[src/rtl/nco_sweep_ctrl.sv]
// nco_sweep_ctrl
//   Steps an NCO through a list of phase increments. For every frequency it
//   first lets the NCO pipeline flush (LAT enabled cycles), then forwards
//   cfg_dwell valid samples downstream before it moves to the next frequency.
//
// Parameters
//   APR   phase-increment width (NCO accumulator width)
//   CNTW  width of the step-count and dwell-count fields
//   LAT   NCO latency in enabled cycles (must be >= 1)
//
// Ports
//   clk, reset_n       clock, asynchronous active-low reset
//   start, abort       single-cycle sweep request / cancel
//   cfg_start_inc      first phase increment
//   cfg_step_inc       two's-complement increment added per step
//   cfg_nsteps         number of frequencies (0 = start ignored)
//   cfg_dwell          valid samples per frequency (0 treated as 1)
//   sink_ready         downstream can accept a sample
//   nco_out_valid      NCO output valid
//   phi_inc_o          NCO phase increment
//   nco_clken          NCO clock enable
//   sample_valid       current NCO sample belongs to the sweep
//   step_idx           index of the current frequency
//   busy               sweep in progress
//   done               one-cycle sweep-complete pulse
//
// Build option
//   NCO_SWEEP_CTRL_WRAP_EN  continuous sweep: after the last step the sweep
//                           restarts at step 0 until aborted, pulsing done
//                           once per completed pass.

module nco_sweep_ctrl #(
  parameter int unsigned APR  = 32,
  parameter int unsigned CNTW = 16,
  parameter int unsigned LAT  = 6
) (
  input  logic            clk,
  input  logic            reset_n,
  input  logic            start,
  input  logic            abort,
  input  logic [APR-1:0]  cfg_start_inc,
  input  logic [APR-1:0]  cfg_step_inc,
  input  logic [CNTW-1:0] cfg_nsteps,
  input  logic [CNTW-1:0] cfg_dwell,
  input  logic            sink_ready,
  input  logic            nco_out_valid,
  output logic [APR-1:0]  phi_inc_o,
  output logic            nco_clken,
  output logic            sample_valid,
  output logic [CNTW-1:0] step_idx,
  output logic            busy,
  output logic            done
);

  typedef enum logic [2:0] {
    S_IDLE,
    S_PRIME,
    S_DWELL,
    S_STEP,
    S_DONE
  } state_t;

  localparam logic [CNTW-1:0] LAT_LAST = CNTW'(LAT - 1);
  localparam logic [CNTW-1:0] ONE      = CNTW'(1);

  state_t          state_q, state_d;
  logic [APR-1:0]  phi_q, phi_d;
  logic [CNTW-1:0] idx_q, idx_d;
  logic [APR-1:0]  start_inc_q, start_inc_d;
  logic [APR-1:0]  step_inc_q, step_inc_d;
  logic [CNTW-1:0] nsteps_q, nsteps_d;
  logic [CNTW-1:0] dwell_q, dwell_d;
  logic [CNTW-1:0] cnt_q, cnt_d;
  logic            en_q, en_d;
  logic            dv_q, dv_d;
  logic            busy_q, busy_d;
  logic            done_q, done_d;

  // State-decoded enables are flops; only the handshake inputs are gated in
  // combinationally so clken follows sink_ready in the same cycle.
  assign nco_clken    = en_q & sink_ready;
  assign sample_valid = dv_q & sink_ready & nco_out_valid;
  assign phi_inc_o    = phi_q;
  assign step_idx     = idx_q;
  assign busy         = busy_q;
  assign done         = done_q;

  always_comb begin
    state_d     = state_q;
    phi_d       = phi_q;
    idx_d       = idx_q;
    start_inc_d = start_inc_q;
    step_inc_d  = step_inc_q;
    nsteps_d    = nsteps_q;
    dwell_d     = dwell_q;
    cnt_d       = cnt_q;
    done_d      = 1'b0;

    unique case (state_q)
      S_IDLE: begin
        if (start && !abort && (cfg_nsteps != '0)) begin
          start_inc_d = cfg_start_inc;
          step_inc_d  = cfg_step_inc;
          nsteps_d    = cfg_nsteps;
          dwell_d     = (cfg_dwell == '0) ? ONE : cfg_dwell;
          phi_d       = cfg_start_inc;
          idx_d       = '0;
          cnt_d       = '0;
          state_d     = S_PRIME;
        end
      end

      // Count enabled cycles only; a downstream stall freezes the NCO, so
      // the pipeline flush must pause with it.
      S_PRIME: begin
        if (nco_clken) begin
          if (cnt_q == LAT_LAST) begin
            cnt_d   = '0;
            state_d = S_DWELL;
          end else begin
            cnt_d = cnt_q + ONE;
          end
        end
      end

      S_DWELL: begin
        if (sample_valid) begin
          if (cnt_q == (dwell_q - ONE)) begin
            cnt_d   = '0;
            state_d = S_STEP;
          end else begin
            cnt_d = cnt_q + ONE;
          end
        end
      end

      S_STEP: begin
        if (idx_q == (nsteps_q - ONE)) begin
`ifdef NCO_SWEEP_CTRL_WRAP_EN
          idx_d   = '0;
          phi_d   = start_inc_q;
          done_d  = 1'b1;
          state_d = S_PRIME;
`else
          done_d  = 1'b1;
          state_d = S_DONE;
`endif
        end else begin
          idx_d   = idx_q + ONE;
          phi_d   = phi_q + step_inc_q;
          state_d = S_PRIME;
        end
      end

      S_DONE: begin
        state_d = S_IDLE;
      end

      default: begin
        state_d = S_IDLE;
      end
    endcase

    // Cancel overrides whatever the state wanted: the current frequency and
    // index stay visible, and no completion is reported.
    if (abort && (state_q != S_IDLE)) begin
      state_d = S_IDLE;
      phi_d   = phi_q;
      idx_d   = idx_q;
      cnt_d   = '0;
      done_d  = 1'b0;
    end

    en_d   = (state_d == S_PRIME) || (state_d == S_DWELL);
    dv_d   = (state_d == S_DWELL);
    busy_d = (state_d == S_PRIME) || (state_d == S_DWELL) || (state_d == S_STEP);
  end

  always_ff @(posedge clk or negedge reset_n) begin
    if (!reset_n) begin
      state_q     <= S_IDLE;
      phi_q       <= '0;
      idx_q       <= '0;
      start_inc_q <= '0;
      step_inc_q  <= '0;
      nsteps_q    <= '0;
      dwell_q     <= '0;
      cnt_q       <= '0;
      en_q        <= 1'b0;
      dv_q        <= 1'b0;
      busy_q      <= 1'b0;
      done_q      <= 1'b0;
    end else begin
      state_q     <= state_d;
      phi_q       <= phi_d;
      idx_q       <= idx_d;
      start_inc_q <= start_inc_d;
      step_inc_q  <= step_inc_d;
      nsteps_q    <= nsteps_d;
      dwell_q     <= dwell_d;
      cnt_q       <= cnt_d;
      en_q        <= en_d;
      dv_q        <= dv_d;
      busy_q      <= busy_d;
      done_q      <= done_d;
    end
  end

endmodule

[config.mk]
export PLATFORM = sky130hd
export DESIGN_NAME = nco_sweep_ctrl
export DESIGN_NICKNAME = d
export VERILOG_FILES = /design/src/rtl/nco_sweep_ctrl.sv
export SDC_FILE = /design/constraint.sdc
export NUM_CORES = 1
export LEC_CHECK = 0
export CAP_MARGIN = 20
export CORE_MARGIN = 3
export CORE_UTILIZATION = 34
export DETAILED_ROUTE_END_ITERATION = 12
export GPL_ROUTABILITY_DRIVEN = 0
export HOLD_SLACK_MARGIN = 0.1
export MAX_ROUTING_LAYER = met4
export SYNTH_ARGS = -nofsm -noshare
export SYNTH_HDL_FRONTEND = slang
export SYNTH_SLANG_ARGS = --single-unit
[constraint.sdc]
create_clock -name clk -period 4.43 [get_ports clk]
set_input_delay 1.329 -clock clk [delete_from_list [all_inputs] [get_ports clk]]
set_output_delay 1.329 -clock clk [all_outputs]
set_load 0.02 [all_outputs]
==> metrics, run 1 <==
CTS Root Cell=clkbuf_16; Final TNS setup=0 ns; Peak VDD IR=328 uV; Netlist cell types=68; Clock transition at path regs=around 0.06 ns; met2 Resource Use GR=between 30% and 40%; leading post-synthesis cells by cell area=dfrtp_1 (39%), nand2_1 (11%), xnor2_1 (5.4%), ha_1 (5.2%), nor2_1 (4.0%); drt first pass iters=5; Die Wd=about 170 um; Mapped Nets=1,217; Max-Cap Viols=0; Post-DP Area=10,500 um^2; CP peak stage delay=0.61 ns; Max clock buf depth=2; via count=approximately 8,000; Final ANT Viol Nets=0; CTS Buf Count=17; Slew Limit Fails=0; slowest CP cell=clkdlybuf4s50_1; Vert. Die Dim=166 um; Nets=between 1,000 and 1,500; Post-CTS Setup Repair Bufs=0; total grt overflow=0; HP Class=flip-flop to flip-flop; clk_lat worst skew=about 0.42 ns; CP Cell Sequence=clkdlybuf4s50_1, and3_1, clkdlybuf4s50_1; Cell Pwr Density=approximately 700 nW/um^2; ys async rst share=100%; clk_skew=0.0116 ns; fin crit period=3.95 ns; status=completed; initial antenna violation count=0; Mapped Area=8720 um^2; vias in the first global route=7,870; DIE AREA=27,600 um^2; TritonCTS clock tree=yes; # diodes=0; hold_ws=0.475 ns; Critical Path End Type=output pin; WL/cell=around 16 um; Initial Utilization=35.2%; DRC Markers=0; most frequent CP cell=clkdlybuf4s50_1; Yosys top cell by area=dfrtp_1; M1 GR Usage=about a quarter; period utilization=89.1%; final WL=between 20,000 and 30,000 um; CP top delay family=buffers and inverters; Global Route Usage Sum=18.7%; global route hottest layer=met2; sequential share of the synthesized area=38.7%; P_leak=4.75 nW; 1st-iter DRT viols=554; grt met3 use=3.21%; Avg Inst Size Synth=8.09 um^2; vias per cell=5.16; Setup Crit Path Kind=primary input to output pin; Core Util, Final=44.9%; Worst setup SP type=primary input; post_cts resized=0; largest net degree at the start of global routing=82; most numerous cell in the Yosys netlist=nand2_1; YS warnings=0; worst-path fanout max=3; most instantiated cells after synthesis=nand2_1 (254), dfrtp_1 (135), nor2_1 (93), a21oi_1 (57), xnor2_1 (54); Inst Count DP=approximately 1,500; Syn Inst Count=1,078; number of flops mapped to enable cells by yosys=0; cts hold-fix bufs=0; maximum achievable frequency=253 MHz; Final Instance Count excl. Fillers=1,544; share of the synthesized area in the top cell type=38.7%; ys flop type=dfrtp_1; fraction of layout cells with a size suffix above 1=4.67%; slew margin rel.=43.0%; I/O Buffers=153; Critical Path AT=2.62 ns; Least-Margin Pin Slew=0.855 ns; final hold vios=0; required time worst endpoint=3.10 ns; # IOs=154; final design area excluding fillers=11,100 um^2; dpl hpwl=18,200 um; global-route wire length before repair=41,600 um; core area=between 20,000 and 25,000 um^2; CP bufs+invs=2; clock sinks=135; # setup viols final=0; H-tree Lvls=4; # rows=57; RSZ-0062 raised after global routing=false; Yosys reg bits=135; Layout area overhead=27.3%
## stage by stage
step / total power, mW / worst slack, ns
2_1_floorplan: 5.21 / 1.21
3_5_place_dp: 6.41 / 0.475
4_1_cts: 7.86 / 0.466
5_1_grt: 8.51 / 0.433
3_3_place_gp: 6.37 / 0.506
6_report: 7.83 / 0.481
## report_power, final
group	switching, mW	internal (mW)
clock	0.535	0.840
sequential	0.477	1.68
combinational	2.39	1.91
total	3.40	4.43
## cell families after synthesis
family	synth area share [%]
simple gates	28.5
compound gates	14.6
flops	38.7
buf+inv	4.28
xor+xnor	8.39
fa+ha+maj	5.40
mux	0.129
## sequential cells by signal, indices dropped and copies added, names as in the netlist
| name | flops |
|---|---|
| dwell_q | 16 |
| cnt_q | 16 |
| step_idx | 16 |
| nsteps_q | 16 |
| done | 1 |
| busy | 1 |
| state_q | 3 |
| dv_q | 1 |
| step_inc_q | 32 |
| phi_inc_o | 32 |
| en_q | 1 |
## cells in the final DEF (no fill, tap or decap), drive strengths merged, types with 5 or more instances in the layout
master,n
or4,8
o21a,6
and3,11
dfrtp,135
clkdlybuf4s50,152
nor4b,6
nor4,22
nand2b,10
a21oi,57
nor2b,8
nor2,93
nand2,255
nand4,12
xor2,27
o21ai,41
a21o,14
clkbuf,23
a211oi,6
buf,12
or3,10
or2,5
clkinv,6
o211ai,6
o22ai,11
xnor2,54
ha,36
a31oi,21
nand3,34
nor3,40
inv,33
## tightest hold or removal path, stage by stage, from the launching register on
cell and delay (ns):
dfrtp_1 0.34, nand2_1 0.05, nand2_1 0.05
## layout make-up
class	count	area, um^2
Fill cell	2469	13600
Sequential cell	135	3380
Tap cell	324	405
Inverter	33	124
Multi-Input combinational cell	856	4980
Clock buffer	23	458
Timing Repair Buffer	164	1650
Clock inverter	9	101
## layer usage
metal / vias to the layer above / wire length (um)
met5: - / 0
met4: 0 / 201
met3: 19 / 803
met2: 180 / 12000
met1: 3741 / 12400
li1: 4020 / -
## worst paths after layout
| check | startpoint | end | slack, ns | cells past startpoint |
|---|---|---|---|---|
| worst max-delay path | sink_ready | sample_valid | 0.48 | 3 |
| min in group asynchronous | reset_n | nsteps_q[7]$_DFFE_PN0P_ | 0.95 | 1 |
| max in group asynchronous | reset_n | phi_inc_o[18]$_DFFE_PN0P_ | 2.72 | 2 |
| worst max register to register | nsteps_q[0]$_DFFE_PN0P_ | step_idx[15]$_DFFE_PN0P_ | 0.75 | 12 |
| worst min-delay path | step_inc_q[4]$_DFFE_PN0P_ | step_inc_q[4]$_DFFE_PN0P_ | 0.47 | 2 |
| worst min register to register | step_inc_q[4]$_DFFE_PN0P_ | step_inc_q[4]$_DFFE_PN0P_ | 0.47 | 2 |
Note: power is estimated with default switching activity, not from simulation.
==> inputs of run 2 (changes only) <==
--- a/config.mk
+++ b/config.mk
@@ -7,8 +7,9 @@
 export LEC_CHECK = 0
 export CAP_MARGIN = 20
 export CORE_MARGIN = 3
-export CORE_UTILIZATION = 34
+export CORE_UTILIZATION = 35
 export DETAILED_ROUTE_END_ITERATION = 12
+export DONT_BUFFER_PORTS = 1
 export GPL_ROUTABILITY_DRIVEN = 0
 export HOLD_SLACK_MARGIN = 0.1
 export MAX_ROUTING_LAYER = met4
==> run 2 against run 1 <==
  * Critical path depth up 8
  * Sequential share of layout area increased by 4.9 points
  * Critical path type is now flip-flop to flip-flop
  * Largest cell class unchanged
  * Register-to-register slack worse by 0.23 ns
  * Via count is 5.4% lower
  * Worst hold slack better by 0.0023 ns
  * Maximum frequency is 0.88% higher
==> metrics, run 2 (same netlist as run 1, synthesis figures left out) <==
Peak VDD IR=297 uV (was 328 uV); total grt overflow=0 (unchanged); # setup viols final=0 (unchanged); Global Route Usage Sum=19.4% (was 18.7%); Reg area=3380 um^2 (unchanged); Post-DP Area=8950 um^2 (was 10,500 um^2); # rows=57 (unchanged); post_cts resized=0 (unchanged); CP top delay family=simple AND/OR/NAND/NOR gates (was buffers and inverters); slowest CP cell=or4b_1 (was clkdlybuf4s50_1); WL/cell=17.9 um (was 16.4 um); vias in the first global route=7,478 (was 7,870); clk_skew=0.0113 ns (was 0.0116 ns); global-route wire length before repair=40,300 um (was 41,600 um); core area=24,400 um^2 (was 24,700 um^2); final WL=24,800 um (was 25,300 um); H-tree Lvls=4 (unchanged); met2 Resource Use GR=30.5% (was 30.1%); period utilization=88.4% (was 89.1%); Worst Hold Depth=2 (unchanged); Max-Cap Viols=0 (unchanged); most frequent cells in the layout=nand2_1 (254), dfrtp_1 (135), nor2_1 (93) (was nand2_1 (254), clkdlybuf4s50_1 (152), dfrtp_1 (135)); Max clock buf depth=2 (unchanged); Worst setup SP type=flip-flop (was primary input); M1 GR Usage=25.2% (was 25.4%); Critical Path AT=4.23 ns (was 2.62 ns); Nets=1,190 (was 1,346); P_leak=4.14 nW (was 4.75 nW); cts hold-fix bufs=0 (unchanged); Final ANT Viol Nets=0 (unchanged); Setup Crit Path Kind=flip-flop to flip-flop (was primary input to output pin); drt first pass iters=5 (unchanged); required time worst endpoint=4.75 ns (was 3.10 ns); CP peak stage delay=0.58 ns (was 0.61 ns); largest net degree at the start of global routing=136 (was 82); TritonCTS clock tree=yes (unchanged); final hold vios=0 (unchanged); Initial Utilization=35.7% (was 35.2%); vias per cell=5.42 (was 5.16); Layout area overhead=9.60% (was 27.3%); # IOs=154 (unchanged); Stages on worst setup path=11 (was 3); Core Util, Final=39.2% (was 44.9%); final design area excluding fillers=9560 um^2 (was 11,100 um^2); fin crit period=3.91 ns (was 3.95 ns); Critical Path End Type=flip-flop (was output pin); dpl hpwl=17,800 um (was 18,200 um); 1st-iter DRT viols=398 (was 554); CP Cell Sequence=inv_1, ha_1, or4b_1, or4_1, and3_1, nor3_1, nand4b_4, o22a_2, buf_4, o211ai_1, o21a_1 (was clkdlybuf4s50_1, and3_1, clkdlybuf4s50_1); CTS Root Cell=clkbuf_16 (unchanged); Least-Margin Pin Slew=0.825 ns (was 0.855 ns); Post-CTS Setup Repair Bufs=0 (unchanged); initial antenna violation count=1 (was 0); Slew Limit Fails=0 (unchanged); grt met3 use=4.74% (was 3.21%); slew margin rel.=43.5% (was 43.0%); Worst R2R Path Depth=11 (was 12); clock sinks=135 (unchanged); I/O Buffers=0 (was 153); status=completed (unchanged); Cell Pwr Density=785 nW/um^2 (was 705 nW/um^2); fraction of layout cells with a size suffix above 1=5.36% (was 4.67%); Final TNS setup=0 ns (unchanged); CTS Buf Count=17 (unchanged); clk_lat worst skew=0.42 ns (about the same); global route hottest layer=met2 (unchanged); Die Wd=164 um (was 166 um); DIE AREA=26,800 um^2 (was 27,600 um^2); DRC Markers=0 (unchanged); FILL cells=2,559 (was 2,469); area of the multi-input gates=4980 um^2 (unchanged); via count=7,529 (was 7,960); worst-path fanout max=37 (was 3); RSZ-0062 raised after global routing=false (unchanged); Clock transition at path regs=0.07 ns (was 0.06 ns); HP Class=flip-flop to flip-flop (unchanged); maximum achievable frequency=255 MHz (was 253 MHz); Vert. Die Dim=164 um (was 166 um); commonest non-fill, non-tap cell in the layout=nand2_1 (unchanged); CP bufs+invs=2 (unchanged)
[run 2: cell types whose count changed in the layout (fill, tap and decap cells not counted)]
cell	delta
buf_12	-3
buf_6	-1
clkbuf_1	-4
clkbuf_8	+3
clkdlybuf4s50_1	-152
clkinv_2	-3
clkinv_4	+1
clkinvlp_4	+2
diode_2	+1
inv_6	+1
[run 2: path summary, 6_finish.rpt]
check                                                from                          to  slack, ns
worst max register to register    nsteps_q[0]$_DFFE_PN0P_   phi_inc_o[18]$_DFFE_PN0P_       0.52
max in group asynchronous                         reset_n  step_inc_q[14]$_DFFE_PN0P_       3.63
worst min-delay path            step_inc_q[2]$_DFFE_PN0P_   step_inc_q[2]$_DFFE_PN0P_       0.48
min in group asynchronous                         reset_n    nsteps_q[15]$_DFFE_PN0P_       0.60
worst max-delay path              nsteps_q[0]$_DFFE_PN0P_   phi_inc_o[18]$_DFFE_PN0P_       0.52
worst min register to register  step_inc_q[2]$_DFFE_PN0P_   step_inc_q[2]$_DFFE_PN0P_       0.48
[run 2: power breakdown]
group          internal (mW)  total (mW)  leakage (nW)  switching, mW
Sequential              1.68        2.39          1.68          0.716
Clock                  0.891        1.47         0.289          0.581
Combinational           1.58        3.63          2.17           2.06
[run 2: final cells by class]
type,instances,area share [%]
clock inverter,10,1.24
timing repair buffer,8,0.628
inverter,33,1.30
clock buffer,22,5.07
multi-input combinational,856,52.1
sequential,135,35.3
antenna,1,0.0262
tap,324,4.24
[run 2: metrics by stage]
stage               worst slack [ns]  power (mW)  instances  hold WS, ns
floorplan                       1.21        5.21       1078        0.450
global placement               0.402        5.95       1356        0.472
detailed placement             0.481        6.00       1356        0.472
CTS                            0.500        7.52       1388        0.488
global route                   0.236        8.14       1389        0.507
finish                         0.515        7.50       1389        0.477
[run 2: worst min-delay path: cells and delay by family, from the launching register on]
kind | cells | cell delay [ns]
and+or+nand+nor | 2 | 0.11
DFF | 1 | 0.34
[run 2: routing by layer]
layer  vias to the layer above  routed length (um)
met5                         -                   0
met4                         0                 418
met3                        34                1280
met2                       178               11700
met1                      3623               11400
li1                       3694                   -
